--- config.mk ---
export PLATFORM = sky130hd
export DESIGN_NAME = ni_pkt_enc_flat
export DESIGN_NICKNAME = d
export VERILOG_FILES = /design/src/rtl/ni_pkt_enc_if.sv /design/src/rtl/ni_pkt_enc.sv /design/src/flat_wrapper.sv
export SDC_FILE = /design/constraint.sdc
export NUM_CORES = 1
export LEC_CHECK = 0
export ABC_AREA = 1
export BUFFER_PORTS_ARGS = -buffer_cell sky130_fd_sc_hd__buf_2
export CAP_MARGIN = 20
export CORE_AREA = 4 4 133 135
export DETAILED_ROUTE_END_ITERATION = 10
export DIE_AREA = 0 0 137 139
export PLACE_DENSITY = 0.67
export RECOVER_POWER = 25
export SETUP_SLACK_MARGIN = 0.1
export SYNTH_ARGS = -nofsm -noshare
export SYNTH_HDL_FRONTEND = slang
export SYNTH_SLANG_ARGS = --single-unit
--- constraint.sdc ---
create_clock -name clk -period 2.35 [get_ports clk]
set_input_delay 0.3525 -clock clk [delete_from_list [all_inputs] [get_ports clk]]
set_output_delay 0.3525 -clock clk [all_outputs]
set_load 0.05 [all_outputs]
--- src/rtl/ni_pkt_enc_if.sv ---
// ni_pkt_enc_if: request, payload, credit and flit signals of the NI packetizer.
`timescale 1ns/1ps
interface ni_pkt_enc_if;
    logic        req_valid;
    logic        req_ready;
    logic        req_um_type;
    logic [10:0] req_dst;
    logic [55:0] req_mdst;
    logic [3:0]  req_len;
    logic        pay_valid;
    logic        pay_ready;
    logic [63:0] pay_data;
    logic        credit_in;
    logic        flit_valid;
    logic [65:0] flit_out;
    logic        req_err;

    modport slave (
        input  req_valid, req_um_type, req_dst, req_mdst, req_len,
        input  pay_valid, pay_data, credit_in,
        output req_ready, pay_ready, flit_valid, flit_out, req_err
    );

    modport master (
        output req_valid, req_um_type, req_dst, req_mdst, req_len,
        output pay_valid, pay_data, credit_in,
        input  req_ready, pay_ready, flit_valid, flit_out, req_err
    );
endinterface

--- src/rtl/ni_pkt_enc.sv ---
// ni_pkt_enc: NI injection packetizer, request + payload stream to
// head/body/tail flits under credit flow control toward the router local port.
`timescale 1ns/1ps
module ni_pkt_enc #(
    parameter int X         = 0,
    parameter int Y         = 0,
    parameter int MESH_X    = 8,
    parameter int BUF_DEPTH = 4,
    parameter int MAXLEN    = 8
) (
    input  logic        clk,
    input  logic        rstn,
    ni_pkt_enc_if.slave bus
);
    localparam logic [10:0] OWN   = 11'(Y * MESH_X + X);
    localparam logic [3:0]  DEPTH = 4'(BUF_DEPTH);
    localparam logic [3:0]  MAXL  = 4'(MAXLEN);

    typedef enum logic [1:0] {IDLE, HEAD, PAY} state_t;

    state_t      r_state;
    state_t      w_next;
    logic [3:0]  r_credit;
    logic [3:0]  r_len;
    logic [3:0]  r_rem;
    logic        r_um;
    logic [10:0] r_dst;
    logic [55:0] r_mdst;
    logic        r_flit_valid;
    logic [65:0] r_flit;
    logic        r_err;

    logic        w_has_cred;
    logic        w_accept;
    logic        w_bad;
    logic        w_pay_hs;
    logic        w_send;
    logic        w_latch;
    logic        w_cred_inc;
    logic [55:0] w_mask;
    logic [65:0] w_flit;

    assign w_has_cred = (r_credit != '0);
    assign w_accept   = bus.req_valid & bus.req_ready;
    assign w_mask     = bus.req_mdst & ~(56'd1 << OWN);
    assign w_bad      = (bus.req_len > MAXL) |
                        (bus.req_um_type ? (w_mask == '0)
                                         : (bus.req_dst == OWN));
    assign w_pay_hs   = bus.pay_valid & bus.pay_ready;
    // A credit returned while the counter is full is dropped unless a flit
    // leaves in the same cycle.
    assign w_cred_inc = bus.credit_in & (r_credit != DEPTH);

    assign bus.req_ready  = rstn & (r_state == IDLE);
    assign bus.pay_ready  = (r_state == PAY) & w_has_cred;
    assign bus.flit_valid = r_flit_valid;
    assign bus.flit_out   = r_flit;
    assign bus.req_err    = r_err;

    always_ff @(posedge clk or negedge rstn) begin
        if (!rstn) r_state <= IDLE;
        else       r_state <= w_next;
    end

    always_comb begin
        w_next  = r_state;
        w_send  = 1'b0;
        w_latch = 1'b0;
        w_flit  = r_flit;
        unique case (r_state)
            IDLE: begin
                if (w_accept && !w_bad) begin
                    w_latch = 1'b1;
                    w_next  = HEAD;
                end
            end
            HEAD: begin
                if (w_has_cred) begin
                    w_send = 1'b1;
                    w_flit[63:0] = r_um ? {1'b1, r_mdst, 7'd0}
                                        : {1'b0, r_dst, OWN, 41'd0};
                    w_flit[65:64] = (r_len == '0) ? 2'b11 : 2'b00;
                    w_next = (r_len == '0) ? IDLE : PAY;
                end
            end
            PAY: begin
                if (w_pay_hs) begin
                    w_send = 1'b1;
                    w_flit = {(r_rem == 4'd1) ? 2'b10 : 2'b01, bus.pay_data};
                    if (r_rem == 4'd1) w_next = IDLE;
                end
            end
            default: w_next = IDLE;
        endcase
    end

    always_ff @(posedge clk or negedge rstn) begin
        if (!rstn) begin
            r_credit     <= DEPTH;
            r_len        <= '0;
            r_rem        <= '0;
            r_um         <= 1'b0;
            r_dst        <= '0;
            r_mdst       <= '0;
            r_flit_valid <= 1'b0;
            r_flit       <= '0;
            r_err        <= 1'b0;
        end else begin
            r_err        <= w_accept & w_bad;
            r_flit_valid <= w_send;
            if (w_send) r_flit <= w_flit;
            if (w_latch) begin
                r_um   <= bus.req_um_type;
                r_dst  <= bus.req_dst;
                r_mdst <= w_mask;
                r_len  <= bus.req_len;
            end
            if (r_state == HEAD && w_has_cred) r_rem <= r_len;
            else if (r_state == PAY && w_pay_hs) r_rem <= r_rem - 4'd1;
            if (w_send && !bus.credit_in)     r_credit <= r_credit - 4'd1;
            else if (!w_send && w_cred_inc)   r_credit <= r_credit + 4'd1;
        end
    end

    a_credit_ovf: assert property (@(posedge clk) disable iff (!rstn)
        !(bus.credit_in && !w_send && r_credit == DEPTH));
endmodule

--- src/flat_wrapper.sv ---
// flat-port wrapper written by rule: the top's interface ports become plain ports
module ni_pkt_enc_flat 
#(
    parameter int X         = 0,
    parameter int Y         = 0,
    parameter int MESH_X    = 8,
    parameter int BUF_DEPTH = 4,
    parameter int MAXLEN    = 8
)
  (clk, rstn, bus_req_valid, bus_req_um_type, bus_req_dst, bus_req_mdst, bus_req_len, bus_pay_valid, bus_pay_data, bus_credit_in, bus_req_ready, bus_pay_ready, bus_flit_valid, bus_flit_out, bus_req_err);
  ni_pkt_enc_if bus_i ();
  input  logic clk;
  input  logic rstn;
  input wire logic [$bits(bus_i.req_valid)-1:0] bus_req_valid;
  input wire logic [$bits(bus_i.req_um_type)-1:0] bus_req_um_type;
  input wire logic [$bits(bus_i.req_dst)-1:0] bus_req_dst;
  input wire logic [$bits(bus_i.req_mdst)-1:0] bus_req_mdst;
  input wire logic [$bits(bus_i.req_len)-1:0] bus_req_len;
  input wire logic [$bits(bus_i.pay_valid)-1:0] bus_pay_valid;
  input wire logic [$bits(bus_i.pay_data)-1:0] bus_pay_data;
  input wire logic [$bits(bus_i.credit_in)-1:0] bus_credit_in;
  output wire logic [$bits(bus_i.req_ready)-1:0] bus_req_ready;
  output wire logic [$bits(bus_i.pay_ready)-1:0] bus_pay_ready;
  output wire logic [$bits(bus_i.flit_valid)-1:0] bus_flit_valid;
  output wire logic [$bits(bus_i.flit_out)-1:0] bus_flit_out;
  output wire logic [$bits(bus_i.req_err)-1:0] bus_req_err;
  assign bus_i.req_valid = bus_req_valid;
  assign bus_i.req_um_type = bus_req_um_type;
  assign bus_i.req_dst = bus_req_dst;
  assign bus_i.req_mdst = bus_req_mdst;
  assign bus_i.req_len = bus_req_len;
  assign bus_i.pay_valid = bus_pay_valid;
  assign bus_i.pay_data = bus_pay_data;
  assign bus_i.credit_in = bus_credit_in;
  assign bus_req_ready = bus_i.req_ready;
  assign bus_pay_ready = bus_i.pay_ready;
  assign bus_flit_valid = bus_i.flit_valid;
  assign bus_flit_out = bus_i.flit_out;
  assign bus_req_err = bus_i.req_err;
  ni_pkt_enc #(.X(X), .Y(Y), .MESH_X(MESH_X), .BUF_DEPTH(BUF_DEPTH), .MAXLEN(MAXLEN)) u_core (.clk(clk), .rstn(rstn), .bus(bus_i));
endmodule
==> summary.txt, run 1 <==
Run status
  • Status: finished with violations
  • Failing checks: max-capacitance violations, max-slew violations

Pwr
  • Switching share of power: 0.454
  • Power per cell area: roughly 1500 nW/um2
  • Gate power share: 0.455
  • Clock share of power: 0.199
  • Total net switching power: between 5 and 6 mW
  • Power Total: ~13 mW
  • Internal power: 6.92 mW
  • Leakage: between 4 and 5 nW
  • Max VDD drop: 702 uV
  • Flop pwr share: 0.346

Drt
  • First-pass detailed-route iteration total: 5
  • Routed WL: approximately 19 mm
  • Via density: 4.88
  • Initial DRC count: 302
  • Post-DRT Antenna Nets: 0
  • DR DRC count: 0
  • Routed len/inst: between 10 and 15 um
  • Routed via count: about 6200

Logic synthesis
  • Top cell type's share of synthesized area: 0.542
  • Seq/Total Area, Yosys: 0.546
  • Yosys cell types: 29
  • Synth Warn #: 0
  • Post-synth top area cell: dfrtp_1
  • Mapped cell area: 6830 um2
  • Synth Area per Inst: just over 8 um2
  • Net Count, Synth: 977
  • Register bit total from synthesis: 149
  • Synthesized instance count: slightly above 800
  • Leading post-synthesis cells by cell area: dfrtp_1 54%, nand2_1 16%, o21ai_0 7.8%

Timing
  • Final Skew: 8.24 ps
  • Actual slew at the worst max-slew pin: between 1500 and 2000 ps
  • FMAX: roughly 0.47 GHz
  • Fin Setup TNS: 0 ps
  • Final setup viols: 0
  • Fin crit share: 0.905
  • Unrepaired setup endpoints after global routing: yes
  • Max-Slew Margin vs Limit: -0.278
  • Max-slew violation count: 150
  • Final Hold Vio Count: 0
  • Final min period: 2130 ps

Global routing
  • Initial antenna violation count: 0
  • Gr ovfl total: 0
  • Largest net degree at the start of global routing: 150
  • Vias in the first global route: around 6000
  • Global Route Usage Sum: 0.200
  • Global-route wire length before repair: a little over 30 mm

Placement
  • DPL Wire Length: between 10 and 15 mm
  • RePlAce Congestion: ~0.81
  • DP Area: about 8000 um2
  • I/O Buffers: between 200 and 250

Die
  • Total core area: roughly 16000 um2
  • Chip width: between 100 and 150 um
  • I/O pin total: 211
  • Initial Util: 0.415
  • Area of the die: around 19000 um2
  • Die height: roughly 140 um
  • Row count: 47

Min path
  • Hold Crit Start: bus_req_dst[9]
  • HP Class: in2reg

CTS
  • H-tree Lvls: 4
  • Root buffer cell: clkbuf_16
  • Clk sinks: about 150
  • CTS tree: done
  • CTS buffer count: 17
  • Worst-path clk slew: roughly 60 ps
  • Worst-Skew Late Latency: 410 ps
  • CTS max path bufs: 2

Worst setup path
  • Data required time of the worst path: roughly 2000 ps
  • Setup crit start kind: flip-flop
  • FF-to-FF Start: u_core.r_credit[2]$_DFFE_PN1P_
  • Crit path DAT: roughly 1800 ps
  • Critical-path maximum fanout: 13
  • Crit path from: u_core.r_state[0]$_DFFE_PN0P_
  • Critical path class: reg2out
  • Crit end category: output port

Final layout
  • Fin area: approximately 8700 um2
  • Layout cell share with drive strength beyond 1: 0.254
  • Ant diodes: 0
  • # fillers: 1615
  • Reg area: ~3700 um2
  • Area grow syn2layout: 27.4%
  • Multi-input combinational cell area: around 2600 um2
  • Final nets: around 1200

Flow run
  • Max_cap viols: 1
## power by group through the flow
stage | Combinational (mW) | Clock (mW) | Sequential (mW)
3_3_place_gp | 5.73 | 0 | 4.38
4_1_cts | 5.84 | 2.59 | 4.39
5_1_grt | 6.38 | 2.70 | 4.54
3_5_place_dp | 5.82 | 0 | 4.41
2_1_floorplan | 2.50 | 0 | 6.14
6_report | 5.77 | 2.52 | 4.39
## layout by cell type (no fill, tap or decap), drive strengths merged
cell and instances:
ha 6, a21oi 3, bufinv 1, clkbuf 20
clkinvlp 1, o21bai 1, dfstp 1, nand3 64
inv 82, mux2i 5, a221oi 1, nor4 12
o21ai 117, or2 1, nor3 1, dfrtp 148
xor2 3, nand4 9, o21a 22, nand2 292
o211ai 2, buf 225, a31oi 3, a32o 1
nor2 12, clkinv 9
## worst max-delay path: stages, from the launching register on
cell and delay (ps):
dfrtp_1 410, inv_1 100, ha_2 210, inv_1 70, buf_4 180, nor2_1 180
buf_4 230
## cells by family after synthesis
group / after synthesis / share of synthesized area
and+or+nand+nor: 391 / 0.237
AOI/OAI and AO/OA: 150 / 0.121
DFF: 149 / 0.546
buffers and inverters: 126 / 0.0733
adders and majority gates: 6 / 0.0110
muxes: 5 / 0.00733
xor gates and xnor gates: 3 / 0.00385
## sequential cells by signal, summed over array words and instances, names as in the netlist
register	flops
u_core.r_state	2
u_core.r_um	1
u_core.r_mdst	55
u_core.bus.req_err	1
u_core.bus.flit_valid	1
u_core.bus.flit_out	66
u_core.r_credit	4
u_core.r_dst	11
u_core.r_len	4
u_core.r_rem	4
## synth_stat cells
cell and number:
o211ai_1 2, dfrtp_1 148, buf_6 1, buf_1 4
inv_1 79, nor4_1 12, buf_4 3, o21ai_1 11
nand4_1 9, xor2_1 3, or2_2 1, nand2_1 290
inv_2 3, o21ai_0 106, a32o_1 1, a31oi_1 3
o21bai_1 1, nor3_4 1, dfstp_2 1, clkbuf_1 29
a221oi_1 1, nand2_2 2, nand3_1 64, a21oi_1 3
nor2_1 12, buf_2 7, ha_1 6, o21a_1 22
mux2i_1 5
## worst paths after layout
path	to	slack (ps)	cells past startpoint
setup / recovery	bus_pay_ready	220	6
hold / removal	u_core.r_dst[9]$_DFFE_PN0P_	150	3
setup reg to reg	u_core.bus.flit_out[22]$_DFFE_PN0P_	220	10
hold reg to reg	u_core.bus.flit_out[26]$_DFFE_PN0P_	470	2
max in group asynchronous	u_core.bus.flit_out[25]$_DFFE_PN0P_	460	2
min in group asynchronous	u_core.bus.flit_out[61]$_DFFE_PN0P_	670	2
## per-layer routing
metal  GRT usage  vias to the layer above  part of all wire
li1            -                     3069                 -
met2       0.320                      221              0.47
met3      0.0406                       19             0.077
met5           0                        -                 0
met1       0.275                     2853              0.44
met4      0.0620                        0             0.013
## area by class of cell
| cell class | instances | share of cell area |
|---|---|---|
| tap | 220 | 0.0316 |
| inverter | 82 | 0.0354 |
| multi-input combinational | 555 | 0.299 |
| timing repair buffer | 226 | 0.143 |
| clock buffer | 19 | 0.0521 |
| sequential | 149 | 0.429 |
| clock inverter | 11 | 0.00993 |
## timing repair
action	in CTS	in global routing
resized for setup	0	3
hold buffers	0	0
setup buffers	0	1
setup endpoints to repair	0	7
## per-stage QoR
stage	std cells	hold slack, ps	worst slack (ps)	utilization
6_report	1262	151	222	0.528
3_5_place_dp	1231	455	179	0.496
4_1_cts	1261	133	129	0.529
3_3_place_gp	1231	450	165	0.496
5_1_grt	1262	154	61.7	0.528
2_1_floorplan	830	56.9	264	-
Note: power is estimated with default switching activity, not from simulation.
==> inputs of run 2 (changes only) <==
Settings changed: CORE_AREA 4 4 133 135 to 4 4 145 147, DIE_AREA 0 0 137 139 to 0 0 149 151, PLACE_DENSITY 0.67 to 0.58.
==> summary.txt, run 2 (synthesis results as in run 1) <==
Worst setup path
  • Setup crit start kind: flip-flop (unchanged)
  • CP most frequent cell: inv_1
  • Crit end category: output port (unchanged)
  • Critical-path maximum fanout: 46 (was 13)
  • Data required time of the worst path: 2000 ps (about the same)
  • Crit path DAT: 1820 ps (was 1780 ps)
  • Max stage delay cell, worst path: dfrtp_1 (unchanged)
  • Crit-path cells: inv_1 -> ha_2 -> inv_1 -> buf_6 -> nor2_1 -> clkbuf_4 (was inv_1 -> ha_2 -> inv_1 -> buf_4 -> nor2_1 -> buf_4)
  • Critical path class: reg2out (unchanged)
  • Slowest cell delay on critical path: 380 ps (was 410 ps)

Run status
  • Status: finished with violations (unchanged)
  • Failing checks: max-capacitance violations, max-slew violations (unchanged)

Final layout
  • Largest register FFs: 66 (unchanged)
  • Core Util, Final: 0.443 (was 0.528)
  • Final nets: 1178 (unchanged)
  • Ant diodes: 0 (unchanged)
  • Fin area: 8820 um2 (was 8700 um2)
  • Layout cell share with drive strength beyond 1: 0.257 (was 0.254)
  • Commonest non-fill, non-tap cell in the layout: nand2_1 (unchanged)
  • Final Non-Filler Cells: 1314 (was 1262)
  • # fillers: 2049 (was 1615)
  • Area grow syn2layout: 29.2% (was 27.4%)
  • Commonest non-fill, non-tap cells in the layout: 290 x nand2_1, 207 x buf_2, 148 x dfrtp_1, 106 x o21ai_0, 79 x inv_1 (unchanged)

Die
  • Row count: 52 (was 47)
  • Area of the die: 22500 um2 (was 19000 um2)
  • Initial Util: 0.343 (was 0.415)
  • I/O pin total: 211 (unchanged)
  • Total core area: 19900 um2 (was 16500 um2)
  • Die height: 151 um (was 139 um)
  • Chip width: 149 um (was 137 um)

Timing
  • Actual slew at the worst max-slew pin: 2090 ps (was 1920 ps)
  • Max-Slew Margin vs Limit: -0.396 (was -0.278)
  • Fin Setup TNS: 0 ps (unchanged)
  • Final WS setup: 180 ps (was 222 ps)
  • Final Skew: 9.12 ps (was 8.24 ps)
  • Max-slew violation count: 150 (unchanged)
  • Final min period: 2170 ps (was 2130 ps)
  • Fin crit share: 0.924 (was 0.905)
  • Unrepaired setup endpoints after global routing: yes (unchanged)
  • WHS: 153 ps (was 151 ps)
  • FMAX: 0.461 GHz (was 0.470 GHz)
  • Final setup viols: 0 (unchanged)
  • Final Hold Vio Count: 0 (unchanged)

Placement
  • DP Worst Slack: 41.2 ps (was 179 ps)
  • DPL Wire Length: 13.2 mm (about the same)
  • I/O Buffers: 209 (unchanged)
  • DP Area: 8180 um2 (was 8170 um2)
  • RePlAce Congestion: 0.810 (was 0.813)
  • Placed cell count: 1278 (was 1231)

Pwr
  • Leakage: 4.62 nW (was 4.59 nW)
  • Power Total: 13.0 mW (was 12.7 mW)
  • Power per cell area: 1470 nW/um2 (was 1460 nW/um2)
  • Flop pwr share: 0.337 (was 0.346)
  • Gate power share: 0.446 (was 0.455)
  • Internal power: 7.14 mW (was 6.92 mW)
  • Switching share of power: 0.450 (was 0.454)
  • Total net switching power: 5.85 mW (was 5.76 mW)
  • Max VDD drop: 677 uV (was 702 uV)
  • Clock share of power: 0.217 (was 0.199)

Min path
  • HP Class: in2reg (unchanged)

CTS
  • H-tree Lvls: 4 (unchanged)
  • CTS max path bufs: 2 (unchanged)
  • CTS tree: done (unchanged)
  • Worst-Skew Late Latency: 410 ps (about the same)
  • Root buffer cell: clkbuf_16 (unchanged)
  • Worst-path clk slew: 60 ps (about the same)
  • CTS buffer count: 17 (unchanged)
  • Clk sinks: 149 (unchanged)

Drt
  • Initial DRC count: 357 (was 302)
  • Routed via count: 6155 (was 6162)
  • Via density: 4.68 (was 4.88)
  • Routed len/inst: 15.1 um (was 14.8 um)
  • Post-DRT Antenna Nets: 0 (unchanged)
  • First-pass detailed-route iteration total: 4 (was 5)
  • Routed WL: 19.8 mm (was 18.7 mm)
  • DR DRC count: 0 (unchanged)

Global routing
  • Initial antenna violation count: 3 (was 0)
  • Global Route Usage Sum: 0.175 (was 0.200)
  • Gr ovfl total: 0 (unchanged)
  • Vias in the first global route: 6070 (was 6024)
  • Global-route wire length before repair: 31.1 mm (was 30.3 mm)
  • Largest net degree at the start of global routing: 150 (unchanged)

Flow run
  • Max_cap viols: 1 (unchanged)
==> run 2: cell types whose count changed in the layout (fill, tap and decap cells not counted), moves of 2 or more <==
cell and delta:
clkbuf_4 +2, clkinv_2 -2, buf_12 -3, buf_6 +2
bufinv_16 +2, inv_6 +2
==> run 2: final cells by class <==
cell class | instances | area, um2 | area share
clock buffers | 19 | 453 | 0.0513
clock inverters | 13 | 154 | 0.0174
inverters | 82 | 313 | 0.0354
multi-input cells | 555 | 2610 | 0.295
flip-flops and latches | 149 | 3730 | 0.423
well taps | 270 | 338 | 0.0383
repair buffers | 226 | 1230 | 0.140
==> run 2: critical path: cells and delay by family, from the launching register on <==
kind                       cells  cell delay (ps)
adders and majority gates      1              200
and+or+nand+nor                1              110
DFF                            1              380
buffers and inverters          4              720
==> run 2: metal layers <==
layer  part of all wire  global-route usage  up-vias
li1                   -                   -     3076
met1               0.46               0.246     2865
met2               0.46               0.273      191
met3              0.069              0.0455       19
met4             0.0097              0.0421        4
met5             0.0011                   0        -
==> run 2: timing repair <==
action | in CTS | in global routing
pin swaps | 0 | 1
setup endpoints to repair | 45 | 30
buffers inserted | 0 | 3
gates cloned | 0 | 1
resized for setup | 2 | 3
hold buffers | 0 | 0
endpoints found under the hold margin | 0 | 0
==> run 2: power groups by stage <==
stage	sequential [mW]	clock, mW	combinational, mW
floorplan	6.14	0	2.50
global placement	4.38	0	5.72
detailed placement	4.41	0	5.79
CTS	4.37	2.90	5.82
global route	4.52	3.02	6.45
finish	4.37	2.83	5.79
==> run 2: path summary, 6_finish.rpt <==
kind	from	to	slack, ps	cells past startpoint
min reg2reg	u_core.bus.flit_out[13]$_DFFE_PN0P_	u_core.bus.flit_out[13]$_DFFE_PN0P_	460	2
min	bus_req_dst[9]	u_core.r_dst[9]$_DFFE_PN0P_	150	3
max reg2reg	u_core.r_credit[2]$_DFFE_PN1P_	u_core.bus.flit_out[16]$_DFFE_PN0P_	270	10
max	u_core.r_state[0]$_DFFE_PN0P_	bus_pay_ready	180	6
max in group asynchronous	rstn	u_core.bus.flit_out[8]$_DFFE_PN0P_	410	2
min in group asynchronous	rstn	u_core.bus.flit_out[59]$_DFFE_PN0P_	660	2
